--- config.mk ---
export PLATFORM = sky130hd
export DESIGN_NAME = trivium_ctrl
export DESIGN_NICKNAME = d
export VERILOG_FILES = /design/src/rtl/trivium_pkg.sv /design/src/rtl/trivium_ks_fifo.sv /design/src/rtl/trivium_ctrl.sv
export SDC_FILE = /design/constraint.sdc
export NUM_CORES = 1
export LEC_CHECK = 0
export ABC_AREA = 1
export CORE_AREA = 4 4 144 146
export DETAILED_ROUTE_END_ITERATION = 8
export DIE_AREA = 0 0 148 150
export PLACE_DENSITY_LB_ADDON = 0.05
export SYNTH_ARGS = -nofsm -noshare
export SYNTH_HDL_FRONTEND = slang
export SYNTH_SLANG_ARGS = --single-unit
--- constraint.sdc ---
create_clock -name clk -period 2.09 [get_ports clk]
set_input_delay 0.418 -clock clk [delete_from_list [all_inputs] [get_ports clk]]
set_output_delay 0.418 -clock clk [all_outputs]
set_load 0.01 [all_outputs]
--- src/rtl/trivium_pkg.sv ---
// Shared types and constants for the Trivium keystream controller.
package trivium_pkg;

   localparam int KEY_W      = 80;
   localparam int IV_W       = 80;
   localparam int STATE_BITS = 288;

   typedef enum logic [2:0] {
      ST_IDLE   = 3'd0,
      ST_LOAD   = 3'd1,
      ST_WARMUP = 3'd2,
      ST_RUN    = 3'd3,
      ST_LIMIT  = 3'd4
   } ctrl_state_e;

endpackage

--- src/rtl/trivium_ks_fifo.sv ---
// Keystream byte FIFO: power-of-two depth, synchronous flush, push/pop in the same
// cycle allowed when full. Head reads as 8'h00 while empty.
module trivium_ks_fifo #(
   parameter int DEPTH = 4
) (
   input  logic                     clk,
   input  logic                     rst,
   input  logic                     flush_i,
   input  logic                     push_i,
   input  logic [7:0]               data_i,
   input  logic                     pop_i,
   output logic [7:0]               data_o,
   output logic                     full_o,
   output logic                     empty_o,
   output logic [$clog2(DEPTH):0]   count_o
);

   localparam int AW = $clog2(DEPTH);
   localparam logic [AW:0] DEPTH_C = (AW+1)'(DEPTH);

   logic [7:0]    mem_q [DEPTH];
   logic [AW-1:0] wr_ptr_q, wr_ptr_d;
   logic [AW-1:0] rd_ptr_q, rd_ptr_d;
   logic [AW:0]   cnt_q, cnt_d;
   logic          do_push_s, do_pop_s;

   assign empty_o   = (cnt_q == '0);
   assign full_o    = (cnt_q == DEPTH_C);
   assign count_o   = cnt_q;
   assign do_pop_s  = pop_i && !empty_o;
   assign do_push_s = push_i && (!full_o || do_pop_s);

   always_comb begin
      wr_ptr_d = wr_ptr_q;
      rd_ptr_d = rd_ptr_q;
      cnt_d    = cnt_q;
      if (flush_i) begin
         wr_ptr_d = '0;
         rd_ptr_d = '0;
         cnt_d    = '0;
      end else begin
         // Pointers wrap on their own because DEPTH is a power of two.
         if (do_push_s) wr_ptr_d = wr_ptr_q + 1'b1;
         else           wr_ptr_d = wr_ptr_q;
         if (do_pop_s)  rd_ptr_d = rd_ptr_q + 1'b1;
         else           rd_ptr_d = rd_ptr_q;
         case ({do_push_s, do_pop_s})
            2'b10:   cnt_d = cnt_q + 1'b1;
            2'b01:   cnt_d = cnt_q - 1'b1;
            default: cnt_d = cnt_q;
         endcase
      end
   end

   always_ff @(posedge clk) begin
      if (rst) begin
         wr_ptr_q <= '0;
         rd_ptr_q <= '0;
         cnt_q    <= '0;
      end else begin
         wr_ptr_q <= wr_ptr_d;
         rd_ptr_q <= rd_ptr_d;
         cnt_q    <= cnt_d;
      end
   end

   always_ff @(posedge clk) begin
      if (do_push_s && !flush_i) mem_q[wr_ptr_q] <= data_i;
   end

   always_comb begin
      if (empty_o) data_o = 8'h00;
      else         data_o = mem_q[rd_ptr_q];
   end

endmodule

--- src/rtl/trivium_ctrl.sv ---
// Trivium core sequencer: load, warm-up, LSB-first byte packing into a FIFO.
// Optional byte budget with rekey request under TRIVIUM_CTRL_BYTE_LIMIT_EN.
module trivium_ctrl
   import trivium_pkg::*;
#(
   parameter int WARMUP_STEPS = 4 * STATE_BITS,
   parameter int FIFO_DEPTH   = 4,
   parameter int BYTE_LIMIT   = 65536
) (
   input  logic             clk,
   input  logic             rst,
   input  logic             start,
   input  logic [KEY_W-1:0] key,
   input  logic [IV_W-1:0]  iv,
   output logic             busy,
   output logic             core_load,
   output logic [KEY_W-1:0] core_key,
   output logic [IV_W-1:0]  core_iv,
   output logic             core_step,
   input  logic             core_z,
   output logic [7:0]       keystream_byte,
   output logic             keystream_valid,
   input  logic             keystream_read,
   output logic             rekey_req
);

   localparam int WCW = $clog2(WARMUP_STEPS + 1);
   localparam int CW  = $clog2(FIFO_DEPTH) + 1;
   localparam logic [WCW-1:0] WARM_LAST = WCW'(WARMUP_STEPS - 1);
   localparam logic [CW-1:0]  DEPTH_C   = CW'(FIFO_DEPTH);

   ctrl_state_e      state_q, state_d;
   logic [KEY_W-1:0] key_q, key_d;
   logic [IV_W-1:0]  iv_q, iv_d;
   logic [WCW-1:0]   warm_cnt_q, warm_cnt_d;
   logic [7:0]       pack_q, pack_d;
   logic [2:0]       bit_cnt_q, bit_cnt_d;

   logic          accept_s, pop_s, push_s, step_ok_s, run_step_s, limit_hit_s;
   logic          fifo_full_s, fifo_empty_s;
   logic [CW-1:0] fifo_count_s;

   assign accept_s   = start && (state_q == ST_IDLE || state_q == ST_RUN || state_q == ST_LIMIT);
   assign pop_s      = keystream_read && !fifo_empty_s;
   // A pop while full frees the slot the 8th bit would land in, so stepping may continue.
   assign step_ok_s  = (fifo_count_s < DEPTH_C) || (fifo_full_s && pop_s);
   assign run_step_s = (state_q == ST_RUN) && step_ok_s;
   assign push_s     = run_step_s && (bit_cnt_q == 3'd7);

`ifdef TRIVIUM_CTRL_BYTE_LIMIT_EN
   localparam int BCW = $clog2(BYTE_LIMIT + 1);
   logic [BCW-1:0] byte_cnt_q, byte_cnt_d;

   assign limit_hit_s = push_s && (byte_cnt_q == BCW'(BYTE_LIMIT - 1));
   assign rekey_req   = (state_q == ST_LIMIT);

   always_comb begin
      if (accept_s)    byte_cnt_d = '0;
      else if (push_s) byte_cnt_d = byte_cnt_q + 1'b1;
      else             byte_cnt_d = byte_cnt_q;
   end

   always_ff @(posedge clk) begin
      if (rst) byte_cnt_q <= '0;
      else     byte_cnt_q <= byte_cnt_d;
   end
`else
   logic unused_limit_s;
   assign unused_limit_s = (BYTE_LIMIT > 0);
   assign limit_hit_s    = 1'b0;
   assign rekey_req      = 1'b0;
`endif

   always_ff @(posedge clk) begin
      if (rst) begin
         state_q    <= ST_IDLE;
         key_q      <= '0;
         iv_q       <= '0;
         warm_cnt_q <= '0;
         pack_q     <= 8'h00;
         bit_cnt_q  <= 3'd0;
      end else begin
         state_q    <= state_d;
         key_q      <= key_d;
         iv_q       <= iv_d;
         warm_cnt_q <= warm_cnt_d;
         pack_q     <= pack_d;
         bit_cnt_q  <= bit_cnt_d;
      end
   end

   always_comb begin
      state_d = state_q;
      case (state_q)
         ST_IDLE:   state_d = accept_s ? ST_LOAD : ST_IDLE;
         ST_LOAD:   state_d = ST_WARMUP;
         ST_WARMUP: state_d = (warm_cnt_q == WARM_LAST) ? ST_RUN : ST_WARMUP;
         ST_RUN: begin
            if (accept_s)         state_d = ST_LOAD;
            else if (limit_hit_s) state_d = ST_LIMIT;
            else                  state_d = ST_RUN;
         end
         ST_LIMIT:  state_d = accept_s ? ST_LOAD : ST_LIMIT;
         default:   state_d = ST_IDLE;
      endcase
   end

   always_comb begin
      busy      = 1'b0;
      core_load = 1'b0;
      core_step = 1'b0;
      case (state_q)
         ST_LOAD:   begin busy = 1'b1; core_load = 1'b1; end
         ST_WARMUP: begin busy = 1'b1; core_step = 1'b1; end
         ST_RUN:    core_step = step_ok_s;
         default:   core_step = 1'b0;
      endcase
   end

   always_comb begin
      key_d      = key_q;
      iv_d       = iv_q;
      pack_d     = pack_q;
      bit_cnt_d  = bit_cnt_q;
      warm_cnt_d = (state_q == ST_WARMUP) ? warm_cnt_q + 1'b1 : '0;
      if (accept_s) begin
         key_d     = key;
         iv_d      = iv;
         pack_d    = 8'h00;
         bit_cnt_d = 3'd0;
      end else if (run_step_s) begin
         // Shift right so the first sampled bit ends up in bit 0.
         pack_d    = {core_z, pack_q[7:1]};
         bit_cnt_d = bit_cnt_q + 3'd1;
      end else begin
         pack_d    = pack_q;
         bit_cnt_d = bit_cnt_q;
      end
   end

   assign core_key        = key_q;
   assign core_iv         = iv_q;
   assign keystream_valid = !fifo_empty_s;

   trivium_ks_fifo #(.DEPTH(FIFO_DEPTH)) u_fifo (
      .clk     (clk),
      .rst     (rst),
      .flush_i (accept_s),
      .push_i  (push_s),
      .data_i  ({core_z, pack_q[7:1]}),
      .pop_i   (keystream_read),
      .data_o  (keystream_byte),
      .full_o  (fifo_full_s),
      .empty_o (fifo_empty_s),
      .count_o (fifo_count_s)
   );

endmodule

==> results of run 1 <==
[per-layer routing]
metal | vias up | share of wire [%] | wire length [um] | track usage (%)
met5 | - | 0 | 0 | 0
li1 | 3900 | - | - | -
met3 | 32 | 8.7 | 2070 | 7.42
met1 | 3280 | 40 | 9510 | 23.2
met4 | 0 | 2.3 | 546 | 5.82
met2 | 219 | 49 | 11700 | 36.1
[registers in the layout (all words and copies together) (netlist names), named ones only]
signal           cells
bit_cnt_q            3
pack_q               7
u_fifo.mem_q        32
state_q              3
u_fifo.count_o       3
core_iv             80
u_fifo.rd_ptr_q      2
core_key            80
u_fifo.wr_ptr_q      2
warm_cnt_q          11
[cells in the final DEF (no fill, tap or decap), types with 2 or more instances in the layout]
cell type        instances
o21ai_0                143
ha_2                     2
nand2_4                  2
dlygate4sd2_1            3
bufinv_16                3
clkinv_2                 5
nand3_1                 10
buf_4                   15
clkinvlp_2               4
clkbuf_1                 2
buf_12                  12
clkinvlp_4               3
ha_1                     6
edfxtp_1                32
nor3_1                   3
a21oi_1                 29
nand2_1                 56
dfxtp_1                192
clkbuf_8                 3
inv_1                   32
clkbuf_16               25
clkbuf_2                 8
clkdlybuf4s50_1        324
nor2_1                 384
o21ai_1                 37
nand4_1                  4
inv_4                    2
[cell families (layout without fill, tap and decap cells)]
kind of cell    count (synthesis)  count (layout)
buf+inv                        95             444
other cells                     1               2
simple gates                  464             464
flops                         225             225
fa+ha+maj                       9               9
xor+xnor                        1               1
compound gates                211             211
[critical path: stages (launching register included)]
cell and delay [ps]:
dfxtp_1 350, buf_12 150, nor2_1 60, nor2_1 80
o21ai_0 80, a21oi_1 160, clkbuf_2 150
[layout make-up]
class,instances,area (um^2),share of cell area (%)
Sequential cell,225,4830,37.7
Clock inverter,15,156,1.22
Clock buffer,30,674,5.27
Inverter,36,141,1.10
Multi-Input combinational cell,686,3000,23.5
Antenna cell,1,2.50,0.0195
Tap cell,265,332,2.59
Timing Repair Buffer,363,3670,28.6
[per-stage QoR]
step	cell area [um^2]	setup slack, ps	power [mW]	setup TNS, ps	hold WS (ps)
detailed placement	12000	-141	6.96	-3770	464
CTS	12800	11.6	11.4	0	472
floorplan	8290	220	5.79	0	446
global placement	12000	-102	6.94	-912	456
finish	12800	137	11.2	0	476
global route	12800	10.0	11.7	0	495
[final timing paths]
check                           slack [ps]                 to  cells past startpoint          from
worst max register to register         150  u_fifo.count_o[2]                     11  bit_cnt_q[0]
worst min register to register         480       bit_cnt_q[1]                      2  bit_cnt_q[1]
worst min-delay path                   480       bit_cnt_q[1]                      2  bit_cnt_q[1]
worst max-delay path                   140  keystream_byte[3]                      6     flip-flop
[report_power, final]
| part | leakage, nW | internal [mW] | switching [mW] | total, mW |
|---|---|---|---|---|
| registers | 1.90 | 4.71 | 0.160 | 4.87 |
| logic | 2.69 | 1.08 | 0.898 | 1.98 |
| clock network | 0.392 | 2.66 | 1.70 | 4.36 |
| total | 4.98 | 8.44 | 2.76 | 11.2 |
[timing repair]
item | CTS | global route
hold buffers | 0 | 0
resized for setup | 21 | 21
setup endpoints to repair | 11 | 11
cloned | 0 | 0
==> impl_metrics.yaml, run 1 <==
sta:
  fmax_ghz: 0.512
  period_minus_slack_ps: 1950
  rsz0062_at_grt: "false"
  drv_slew: 0
  fin_crit_sh_pct: 93.4
  worst_clock_skew_ps: 12.2
  hold_violations: 0
  finalSetupViolations: 0
synthesis:
  synth.area.mux_share_pct: 0
  synthesis.area_um2: 8290
  syn_inst: 1006
  synth-compound-area-share_pct: 12.8
  synthAdderAreaFrac_pct: 1.45
  synth-seq-cells: 225
  ys_seq_area_share_pct: 58.2
  yosys.area_share.simple_pct: 21.6
  avgSynthCellArea_um2: 8.24
  ys_async_sr_fraction_pct: 0
  syn_nets: 1180
  ys_top_cells_by_area: "dfxtp_1, nor2_1, edfxtp_1"
  yosysWarnings: 0
  ys_top_cells_by_count: "nor2_1, dfxtp_1, o21ai_0"
  ys_types: 27
  yosysMostFrequentCell: "nor2_1"
  synth-xor-area-share_pct: 0.106
  synth_top_area_share_pct: 46.6
  synth_top_family_by_area: "simple AND/OR/NAND/NOR gates"
  synth_edf_count: 32
  yosys.area.top_type: "dfxtp_1"
  yosys_most_used_dff: "dfxtp_1"
placement:
  dp_cells: 1575
  dp_hpwl_um: 17400
  port_buffers: 336
  place_congestion: 0.789
clocking:
  cts_root_buffer: "clkbuf_16"
  clk_path_buf_depth: 3
  clk_latency_ps: 500
  htreeDepth: 1
  cts.clk_slew.worst_paths_ps: 60
  cts_tree: "done"
  cts_buffers: 25
  clkSinkCount: 225
  post-cts-setup-buffers: 0
die:
  core_um2: 19400
  dieArea_um2: 22200
  num_rows: 51
  initial_core_util_pct: 42.7
  io_pins: 338
  die_w_um: 148
  die_height_um: 150
final_layout:
  fin_util_pct: 66.0
  layout.nets: 1511
  syn_to_final_growth_pct: 54.4
  drive_above_1_share_pct: 6.79
  final_cells: 1621
  fill_cells: 1735
power:
  ir_worst_vdd_uv: 604
  power.leakage_nw: 4.98
  powerDensity_nw_per_um2: 875
min_path:
  hold_path.class: "reg2reg"
global_route:
  grt_pass1_wl_um: 36900
  antenna_found_initial: 0
  grt_pass1_vias: 7128
  grtUsageTotal_pct: 20.4
  gr-total-overflow: 0
  grt_max_degree: 83
worst_setup_path:
  crit_type: "reg2out"
  crit_path_max_fanout: 17
  arrival_ps: 1530
  cp-start-kind: "flip-flop"
  required_ps: 1670
  endpoint_kind: "output pin"
detailed_routing:
  first_pass_iters: 4
  drt_iter0_markers: 346
  vias: 7431
  drc: 0
  wire_per_inst_um: 14.7
  viasPerCell: 4.58
  ant_nets: 0
  wl_um: 23800
flow_run:
  drv_cap: 0
outcome:
  status: "complete, no violations"
No activity file was read; power rests on OpenSTA's default activity.
==> run 2, diff against run 1 <==
CAP_MARGIN = 20   (was default)
PLACE_DENSITY = 0.85   (was default)
PLACE_DENSITY_LB_ADDON = default   (was 0.05)
==> run 2 against run 1 <==
Against the previous run:
- power rose by 1.6%
- critical path depth did not move
- count of clock-buffer cells in the layout rose by 5
- clock power rose by 3%
- design area rose by 0.19%
- maximum frequency fell by 2.7%
- non-clock buffer count fell by 1
- highest routed layer unchanged
- largest power group unchanged
==> impl_metrics.yaml, run 2 (same netlist as run 1, synthesis figures left out) <==
clocking:
  htreeDepth: 1
  clk_path_buf_depth: 3
  cts_buffers: 24
  cts_root_buffer: "clkbuf_16"
  cts_tree: "done"
  clk_latency_ps: 520
  post-cts-setup-buffers: 0
  cts.clk_slew.worst_paths_ps: 60
  clkSinkCount: 225
flow_run:
  drv_cap: 0
global_route:
  grt_pass1_vias: 7612
  antenna_found_initial: 1
  grtUsageTotal_pct: 22.0
  grt_max_degree: 100
  grt_pass1_wl_um: 39200
  gr-total-overflow: 0
sta:
  rsz0062_at_grt: "true"
  hold_violations: 0
  period_minus_slack_ps: 2010
  fin_setup_tns_ps: 0
  fin_crit_sh_pct: 96.0
  drv_slew: 0
  finalSetupViolations: 0
  fmax_ghz: 0.498
  worst_clock_skew_ps: 20.2
die:
  num_rows: 51
  die_height_um: 150
  initial_core_util_pct: 42.7
  die_w_um: 148
  io_pins: 338
  dieArea_um2: 22200
  core_um2: 19400
detailed_routing:
  ant_nets: 0
  vias: 7823
  drt_iter0_markers: 444
  wl_um: 26400
  drc: 0
  viasPerCell: 4.83
  first_pass_iters: 5
  wire_per_inst_um: 16.3
min_path:
  hold_path.class: "reg2reg"
  min_from: "bit_cnt_q[1]"
  hold_path_depth: 2
  hold-path-endpoint: "bit_cnt_q[1]"
power:
  finalPower_mw: 11.4
  power.leakage_nw: 5.04
  ir_worst_vdd_uv: 656
  powerDensity_nw_per_um2: 887
placement:
  port_buffers: 336
  postPlaceCellArea_um2: 11900
  dp_hpwl_um: 19000
  dp_cells: 1572
  place_congestion: 0.837
final_layout:
  stdcell_area_um2: 12800
  mostFrequentLayoutCells: "nor2_1, clkdlybuf4s50_1, dfxtp_1, o21ai_0, nand2_1"
  drive_above_1_share_pct: 6.80
  syn_to_final_growth_pct: 54.7
  final_cells: 1618
  mostFrequentLayoutCell: "nor2_1"
  fill_cells: 1532
  layout.nets: 1509
worst_setup_path:
  slowest_stage: "dfxtp_4"
  crit_chain: "buf_12 -> nor2_1 -> nor2_1 -> o21ai_0 -> a21oi_1 -> clkbuf_2"
  path_delay_family: "flip-flops"
  r2r-start: "bit_cnt_q[0]"
  crit_type: "reg2out"
  crit_path_frequent_cell: "nor2_1"
  crit_path_max_fanout: 5
  required_ps: 1670
  arrival_ps: 1590
  r2r_slack_ps: 160
  cp_slowest_stage_delay_ps: 400
  rr_worst_depth: 11
  path_buf_inv: 2
  rr_endpoint: "u_fifo.count_o[2]"
  endpoint_kind: "output pin"
  cp-start-kind: "flip-flop"
outcome:
  status: "complete, no violations"
## run 2: changes by cell type in the layout (fill, tap and decap cells not counted), moves of 2 or more
cell / previous run / this run
clkbuf_8: 3 / 7
o21ai_1: 37 / 39
clkbuf_2: 8 / 1
buf_2: 1 / 7
dlymetal6s2s_1: 0 / 2
buf_12: 12 / 8
nor2_1: 384 / 382
clkinvlp_4: 3 / 1
clkinvlp_2: 4 / 0
clkbuf_16: 25 / 27
nor2_2: 0 / 2
## run 2: power breakdown
group	internal, mW	switching (mW)	total (mW)
clock network	2.81	1.70	4.51
logic	1.06	0.936	2.00
registers	4.70	0.169	4.87
## run 2: worst max path at each step
stage              startpoint                 to  slack (ps)  depth (start not counted)
3_5_place_dp   keystream_read  u_fifo.count_o[2]        -150                         12
5_1_grt             flip-flop  keystream_byte[7]         -40                          6
6_report            flip-flop  keystream_byte[7]          80                          6
3_3_place_gp   keystream_read  u_fifo.count_o[2]        -110                         12
4_1_cts             flip-flop  keystream_byte[2]         0.9                          6
2_1_floorplan    bit_cnt_q[0]  u_fifo.count_o[2]         220                         11
## run 2: worst min-delay path: stages (launching register included)
cell and delay [ps]:
dfxtp_1 310, nand2_1 60, a21oi_1 50
## run 2: layer usage
layer	vias to the layer above	part of all wire, %	global-route usage [%]
li1	3888	-	-
met2	311	50	38.7
met4	0	3.6	8.91
met1	3561	37	24.2
met3	63	9.3	7.60
met5	-	0	0
## run 2: repair_timing
action,CTS,global route
resized for setup,24,28
cloned,0,2
endpoints found under the setup margin,10,11
pin swaps,1,5
hold buffers,0,0
## run 2: per-stage QoR
step           util, %  worst slack [ps]  hold slack [ps]
6_report          66.1              82.9              472
5_1_grt           66.1             -40.9              496
4_1_cts           65.9             0.883              480
3_5_place_dp      61.5              -151              471
3_3_place_gp      61.5              -108              457
2_1_floorplan        -               220              446
## run 2: cell type report
cell class / count / area [um^2] / share of cell area [%]
well taps: 265 / 332 / 2.58
clock inverters: 8 / 121 / 0.946
inverters: 36 / 144 / 1.12
clock buffers: 35 / 737 / 5.75
flip-flops and latches: 225 / 4830 / 37.7
multi-input cells: 686 / 3010 / 23.4
diodes: 1 / 2.50 / 0.0195
repair buffers: 362 / 3660 / 28.5
==> run 3, diff against run 2 <==
CORE_AREA = 4 4 151 153   (was 4 4 144 146)
DIE_AREA = 0 0 155 157   (was 0 0 148 150)
PLACE_DENSITY = 0.82   (was 0.85)
clock period = 1.73 ns   (was 2.09 ns; I/O delays follow)
==> run 3 against run 2 <==
Against the previous run:
- the flow now finishes with violations (setup timing)
- design area increased by 0.74%
- highest routed layer is now met5
- utilization decreased by 6.2 points
- count of clock-buffer cells in the layout decreased by 6
- via count increased by 1.2%
- die area increased by 9.6%
- worst hold slack got worse by 33 ps
- non-clock buffer count increased by 28
- wire length decreased by 1.6%
- worst setup slack got worse by 230 ps
- largest cell class unchanged
- clock skew decreased by 15 ps
- critical path depth unchanged
==> impl_metrics.yaml, run 3 (same netlist as run 1, synthesis figures left out) <==
outcome:
  status: "finished, violations left"
  violations: "setup timing"
clocking:
  cts.clk_slew.worst_paths_ps: 60
  cts_tree: "done"
  clkSinkCount: 225
  clk_latency_ps: 510
  cts_root_buffer: "clkbuf_16"
  clk_path_buf_depth: 3
  cts_buffers: 25
  htreeDepth: 1
detailed_routing:
  viasPerCell: 4.76
  drt_iter0_markers: 498
  wire_per_inst_um: 15.6
  wl_met2_um: 12300
  wl_met1_um: 10200
  first_pass_iters: 5
  wl_met3_um: 2300
  top_layer: "met5"
  wl_um: 26000
  drc: 0
  vias: 7917
  ant_nets: 0
placement:
  dp_cells: 1604
  place_congestion: 0.836
  dp_hpwl_um: 19000
  postPlaceCellArea_um2: 12100
  port_buffers: 336
global_route:
  grt_pass1_vias: 7744
  grt_max_degree: 61
  gr-total-overflow: 0
  grtUsageTotal_pct: 19.9
  antenna_found_initial: 2
  grt_pass1_wl_um: 39400
die:
  die_w_um: 155
  initial_core_util_pct: 38.5
  io_pins: 338
  num_rows: 54
  dieArea_um2: 24300
  die_height_um: 157
  core_um2: 21600
worst_setup_path:
  r2r_slack_ps: 0
  path_delay_family: "flip-flops"
  rr_worst_depth: 11
  arrival_ps: 1530
  crit_path_frequent_cell: "nor2_1"
  slowest_stage: "dfxtp_2"
  cp-start-kind: "flip-flop"
  crit_path_max_fanout: 17
  required_ps: 1380
  rr_endpoint: "u_fifo.count_o[1]"
  cp_slowest_stage_delay_ps: 340
  endpoint_kind: "output pin"
  crit_chain: "buf_12 -> nor2_1 -> nor2_1 -> o21ai_1 -> a21oi_1 -> buf_2"
  crit_type: "reg2out"
  r2r-start: "u_fifo.count_o[0]"
  path_buf_inv: 2
final_layout:
  mostFrequentLayoutCell: "nor2_1"
  drive_above_1_share_pct: 10.7
  final_cells: 1663
  stdcell_area_um2: 12900
  syn_to_final_growth_pct: 55.9
  layout.nets: 1538
  mostFrequentLayoutCells: "nor2_1, dfxtp_1, clkdlybuf4s50_1, dlygate4sd2_1, o21ai_0"
sta:
  fin_crit_sh_pct: 108
  setup_slack_ps: -143
  fmax_ghz: 0.534
  hold_violations: 0
  fin_setup_tns_ps: -858
  period_minus_slack_ps: 1870
  whs_ps: 439
  drv_slew: 0
  rsz0062_at_grt: "true"
  worst_clock_skew_ps: 5.53
  finalSetupViolations: 9
min_path:
  min_from: "iv[6]"
  hold_path.class: "in2reg"
  hold-path-endpoint: "core_iv[6]"
  hold_path_depth: 3
power:
  ir_worst_vdd_uv: 929
  powerDensity_nw_per_um2: 1040
  power.leakage_nw: 5.71
flow_run:
  drv_cap: 0
-- run 3: cell type report --
class                           instances  area, um^2
Antenna cell                            1        2.50
Clock buffer                           29         661
Clock inverter                         16         171
Fill cell                            1852        8630
Inverter                               36         145
Multi-Input combinational cell        686        3100
Sequential cell                       225        4830
Tap cell                              280         350
Timing Repair Buffer                  390        3660
-- run 3: worst max path at each step --
stage,startpoint,endpoint,slack [ps],depth (start not counted)
CTS,flip-flop,keystream_byte[5],-170,6
floorplan,state_q[1],u_fifo.mem_q[0][0],-20,6
finish,flip-flop,keystream_byte[5],-140,6
global route,flip-flop,keystream_byte[1],-250,6
global placement,keystream_read,core_step,-340,6
detailed placement,keystream_read,u_fifo.count_o[1],-380,10
-- run 3: worst reg2reg max path, stage by stage (launching register included) --
cell and delay (ps):
dfxtp_2 330, nor2_4 130, nand2_2 60, nand2_2 100, buf_6 110, nand3_4 70
ha_4 160, inv_2 60, fa_2 430, nor2_2 110, a21oi_2 40, nor2_1 70
-- run 3: where the power goes --
group | total, mW | leakage (nW) | switching, mW | internal (mW)
Clock | 5.32 | 0.401 | 2.13 | 3.19
Combinational | 2.25 | 3.41 | 1.15 | 1.10
Sequential | 5.88 | 1.90 | 0.195 | 5.68
Total | 13.4 | 5.71 | 3.47 | 9.97
-- run 3: stage by stage --
step           utilization, %  power, mW  worst slack [ps]
4_1_cts                  59.6       13.6              -167
3_5_place_dp             56.3       8.46              -380
3_3_place_gp             56.3       8.41              -340
6_report                 60.0       13.4              -143
2_1_floorplan               -       7.00             -16.1
5_1_grt                  59.9       14.1              -250
-- run 3: repair_timing --
item / CTS / global route
cloned: 0 / 0
hold buffers: 0 / 0
setup buffers: 10 / 4
resized for setup: 236 / 25
pin swaps: 7 / 9
setup endpoints to repair: 172 / 28
-- run 3: metal layers --
metal | track usage, % | up-vias
li1 | - | 3964
met1 | 23.3 | 3561
met2 | 33.6 | 306
met3 | 6.68 | 82
met4 | 8.66 | 4
met5 | 0 | -
